File: src/rtl/one_hot_encoder.sv
// One-hot encoder: registers 1 << bin_i on each valid sample, one cycle of latency.
// An index at or beyond ONE_HOT_W encodes to all zeros while valid_o still asserts.
// Optional feature: define ONE_HOT_ENCODER_ERR_EN to add the registered out-of-range flag err_o.
module one_hot_encoder #(
   parameter int unsigned BIN_W     = 5,
   parameter int unsigned ONE_HOT_W = 32
) (
   input  logic                 clk,
   input  logic                 reset,
   input  logic                 valid_i,
   input  logic [BIN_W-1:0]     bin_i,
`ifdef ONE_HOT_ENCODER_ERR_EN
   output logic                 err_o,
`endif
   output logic [ONE_HOT_W-1:0] one_hot_o,
   output logic                 valid_o
);

   logic [ONE_HOT_W-1:0] decode;
   logic [ONE_HOT_W-1:0] one_hot_d, one_hot_q;
   logic                 valid_d, valid_q;

   // Compare-per-bit decode: an index outside the output range matches no bit.
   always_comb begin
      decode = '0;
      for (int unsigned k = 0; k < ONE_HOT_W; k++) begin
         decode[k] = (32'(bin_i) == k);
      end
   end

   // Next state: load on a valid sample, otherwise hold the last code.
   always_comb begin
      one_hot_d = one_hot_q;
      valid_d   = valid_i;
      if (valid_i) begin
         one_hot_d = decode;
      end
   end

   // Output registers with synchronous reset; a sample seen during reset is dropped.
   always_ff @(posedge clk) begin
      if (reset) begin
         one_hot_q <= '0;
         valid_q   <= 1'b0;
      end else begin
         one_hot_q <= one_hot_d;
         valid_q   <= valid_d;
      end
   end

   assign one_hot_o = one_hot_q;
   assign valid_o   = valid_q;

`ifdef ONE_HOT_ENCODER_ERR_EN
   logic err_d, err_q;

   // Out-of-range flag follows each valid sample and holds otherwise.
   always_comb begin
      err_d = err_q;
      if (valid_i) begin
         err_d = (32'(bin_i) >= ONE_HOT_W);
      end
   end

   // Flag register, cleared by reset together with the code.
   always_ff @(posedge clk) begin
      if (reset) begin
         err_q <= 1'b0;
      end else begin
         err_q <= err_d;
      end
   end

   assign err_o = err_q;
`endif

endmodule

File: config.mk
export PLATFORM = sky130hd
export DESIGN_NAME = one_hot_encoder
export DESIGN_NICKNAME = d
export VERILOG_FILES = /design/src/rtl/one_hot_encoder.sv
export SDC_FILE = /design/constraint.sdc
export NUM_CORES = 1
export LEC_CHECK = 0
export BUFFER_PORTS_ARGS = -buffer_cell sky130_fd_sc_hd__buf_2
export CORE_ASPECT_RATIO = 0.9
export CORE_MARGIN = 1.5
export CORE_UTILIZATION = 25
export CTS_CLUSTER_DIAMETER = 120
export CTS_CLUSTER_SIZE = 30
export DETAILED_ROUTE_END_ITERATION = 10
export PLACE_DENSITY = 0.47
export SYNTH_ARGS = -nofsm -noshare
export SYNTH_HDL_FRONTEND = slang
export SYNTH_SLANG_ARGS = --single-unit
File: constraint.sdc
create_clock -name clk -period 0.9 [get_ports clk]
set_input_delay 0.135 -clock clk [delete_from_list [all_inputs] [get_ports clk]]
set_output_delay 0.135 -clock clk [all_outputs]
set_load 0.02 [all_outputs]
* After elaboration in Yosys (flattened, before gate mapping) *
Index checks and enable logic that the tools add are counted.

storage, ports and cells
  output and inout bits = 33
  register bits = 33

operators by class
  equality and inequality tests = 31
  reduce and logical (&&, ||, !) cells = 1

operators by type and width
  kind                  number
  $eq A5 B5 Y1 const B  16
  $eq A5 B4 Y1 const B  8
  $eq A5 B3 Y1 const B  4
  $eq A5 B2 Y1 const B  2
  $eq A5 B1 Y1 const B  1
  $logic_not A5 Y1      1

* Longest topological paths before layout *
  word-level depth = 1
  gate-level depth with buffers = 4

* Worst setup path before layout *
OpenSTA, ideal clock, no wires.

  path type = in2reg
  from = input port reset
  to = register one_hot_q[29], in the netlist one_hot_o[29]
  arrival = 0.857 ns
  setup slack = -0.013 ns
  stages = 3
  buffers on the path = 1
  cells stage by stage = buf_2 > or3b_4 > a2bb2o_4

RTL lines
  item                  line  source
  start, declared       9     input logic reset,
  end signal, assigned  46    one_hot_q <= one_hot_d;
  end, declared         20    logic [ONE_HOT_W-1:0] one_hot_d, one_hot_q;

* Final worst setup path *
  from = register one_hot_q[22], in the netlist one_hot_o[22]
  to = output port one_hot_o[22]

RTL lines
  item           line  source
  end, declared  15    output logic [ONE_HOT_W-1:0] one_hot_o,

No word-level cell between the ends.

==> flow_summary.json <==
{
  "worstSkewPairLatency_ns": 0.27,
  "place_area_um2": 1420,
  "clk_path_buf_depth": 2,
  "clk_pin_slew_ns": 0.06,
  "num_vias": 941,
  "synth.avg_cell_area_um2": 12.9,
  "drt_iter0_drc": 24,
  "cp_slowest_cell": "dfxtp_2",
  "cts_root_buf": "clkbuf_8",
  "worstPathMaxFanout": 2,
  "grt_usage": 0.124,
  "htreeDepth": 2,
  "antenna_found_initial": 0,
  "setup-violations-final": 0,
  "path_delay_family": "flip-flops",
  "cp_cell_sequence": "buf_4",
  "core_um2": 4400,
  "holdBufCountCts": 0,
  "synth_cell_type_count": 18,
  "clock_skew_ns": 0,
  "slew-limit-headroom": 0.601,
  "maxCapViolations": 0,
  "port_buffers": 40,
  "placed_cells": 189,
  "stdcell_count": 200,
  "wl_per_cell_um": 15.1,
  "fp.dieW_um": 74.1,
  "avgViaCountPerCell": 4.71,
  "critPathCaptureType": "output pin",
  "layout-drive-gt1-share": 0.659,
  "min_to": "valid_o",
  "yosys_warnings": 0,
  "cts_inserted_buffers": 5,
  "grt_overflow": 0,
  "fin_crit_sh": 0.974,
  "status": "complete, no violations",
  "cts_tree": "yes",
  "crit_buf_inv": 1,
  "hold_path.class": "in2reg",
  "ys_seq_elements": 33,
  "area_growth_pct": 54.0,
  "initial_core_util": 0.258,
  "synth.yosys.seq_area_share": 0.581,
  "slew_violations": 0,
  "post-route-drc-count": 0,
  "crit_start": "one_hot_o[22]",
  "ant_nets": 0,
  "cp.required_ns": 0.76,
  "die-area_um2": 4960,
  "netlist_area_um2": 1140,
  "mappedNetlistNets": 96,
  "synth_top_cell_by_area": "dfxtp_1",
  "fin_util": 0.398,
  "cts.sinks": 33,
  "drtPass1Iterations": 4,
  "synth.top_cells.by_area": "dfxtp_1, a22o_1, o2bb2ai_1",
  "power-per-cell-area_nw_per_um2": 1560,
  "grt_pass1_wl_um": 4510,
  "wirelength_um": 3030,
  "setup-tns-final_ns": 0,
  "yosysTopAreaCellShare": 0.581,
  "fp-row-count": 23,
  "max_freq_ghz": 1.14,
  "synth_cells": 88,
  "layout_min_cycle_time_ns": 0.876,
  "antenna_cells": 0,
  "stdcell_area_um2": 1750,
  "hold_depth": 2,
  "setup.worst_path.start_class": "register",
  "vdd_drop_max_uv": 591,
  "grt_pass1_vias": 884,
  "critPathMaxStageDelay_ns": 0.32,
  "timing.hold.ws_ns": 0.140,
  "ff2ff_path_depth": 2,
  "p_leak_uw": 0.000699,
  "regToRegEndpoint": "one_hot_o[17]",
  "r2r_slack_ns": 0.13,
  "grt_max_degree": 17,
  "tightest_slew_ns": 0.595,
  "die_y_um": 67.0,
  "path_class": "reg2out",
  "nets": 145,
  "hold_viol": 0,
  "ios": 41,
  "place.gp.congestion": 0.781,
  "worstHoldStart": "reset",
  "hpwl_um": 2100,
  "reg2reg_from": "one_hot_o[17]",
  "cp.arrival_ns": 0.74
}
==> report_power, final <==
part / internal, uW / leakage, uW / switching (uW)
registers: 1480 / 0.000283 / 8.86
logic: 79.0 / 0.000376 / 119
clock network: 549 / 0.0000395 / 498
total: 2100 / 0.000699 / 626
==> stage by stage <==
| step | worst slack (ns) | total power, uW |
|---|---|---|
| 3_5_place_dp | -0.198 | 1700 |
| 6_report | 0.0238 | 2730 |
| 4_1_cts | 0.000398 | 2740 |
| 3_3_place_gp | -0.188 | 1690 |
| 2_1_floorplan | 0.00380 | 1620 |
| 5_1_grt | -0.00347 | 2830 |
==> worst max path at each step <==
stage / cells past startpoint / endpoint / slack, ns
floorplan: 3 / one_hot_o[29] / 0.004
global placement: 3 / one_hot_o[8] / -0.19
detailed placement: 3 / one_hot_o[8] / -0.20
CTS: 1 / one_hot_o[12] / 0.0004
global route: 1 / one_hot_o[22] / -0.003
finish: 1 / one_hot_o[22] / 0.02
==> area by class of cell <==
class	instances	area [um2]
Clock buffer	8	80.1
Fill cell	431	2650
Sequential cell	33	701
Timing Repair Buffer	47	442
Tap cell	62	77.6
Multi-Input combinational cell	50	452
==> layout by cell type, fill, tap and decap left out <==
master / instances
nor3b_1: 2
nor2_2: 1
clkbuf_1: 3
or3b_1: 1
nor2b_1: 1
nand3b_1: 1
nand4_1: 1
and3b_1: 1
nor3_1: 1
nor4b_2: 1
o2bb2ai_1: 15
and4bb_2: 3
buf_2: 8
dfxtp_1: 1
buf_6: 29
dfxtp_2: 32
or3b_4: 1
a2bb2o_4: 1
buf_4: 10
a22o_1: 16
nand4b_1: 3
or3_1: 1
clkbuf_8: 5
==> repair_timing <==
action | 4_1_cts | 5_1_grt
gates cloned | 0 | 0
gates resized for setup | 48 | 45
setup endpoints to repair | 31 | 30
pin swaps | 0 | 0
hold endpoints to repair | 0 | 0
setup buffers | 0 | 3
==> synth_stat cells (all sizes together) <==
library cell and number:
nor3b 2, and3b 1, and4bb 3, nor2b 1, o2bb2ai 15, nor3 1, or3b 2, buf 5
or3 1, nor4b 1, nand4 1, nor2 1, a22o 16, a2bb2o 1, dfxtp 33, nand3b 1
nand4b 3
==> flip-flops by register name, indices dropped and copies added, names as in the netlist <==
| name | count |
|---|---|
| one_hot_o | 32 |
| valid_o | 1 |
==> metal layers <==
layer / GRT usage / vias up / share of wire
li1: - / 453 / -
met1: 0.167 / 451 / 0.48
met2: 0.185 / 35 / 0.45
met3: 0.0363 / 2 / 0.063
met4: 0.0486 / 0 / 0.0083
met5: 0 / - / 0
==> cell families (layout without fill, tap and decap cells) <==
group,after synthesis,count (layout),share of synthesized area
and+or+nand+nor,18,18,0.141
AOI/OAI and AO/OA,32,32,0.256
buffers and inverters,5,55,0.0220
DFF,33,33,0.581
Power figures use the tool's default switching activity.
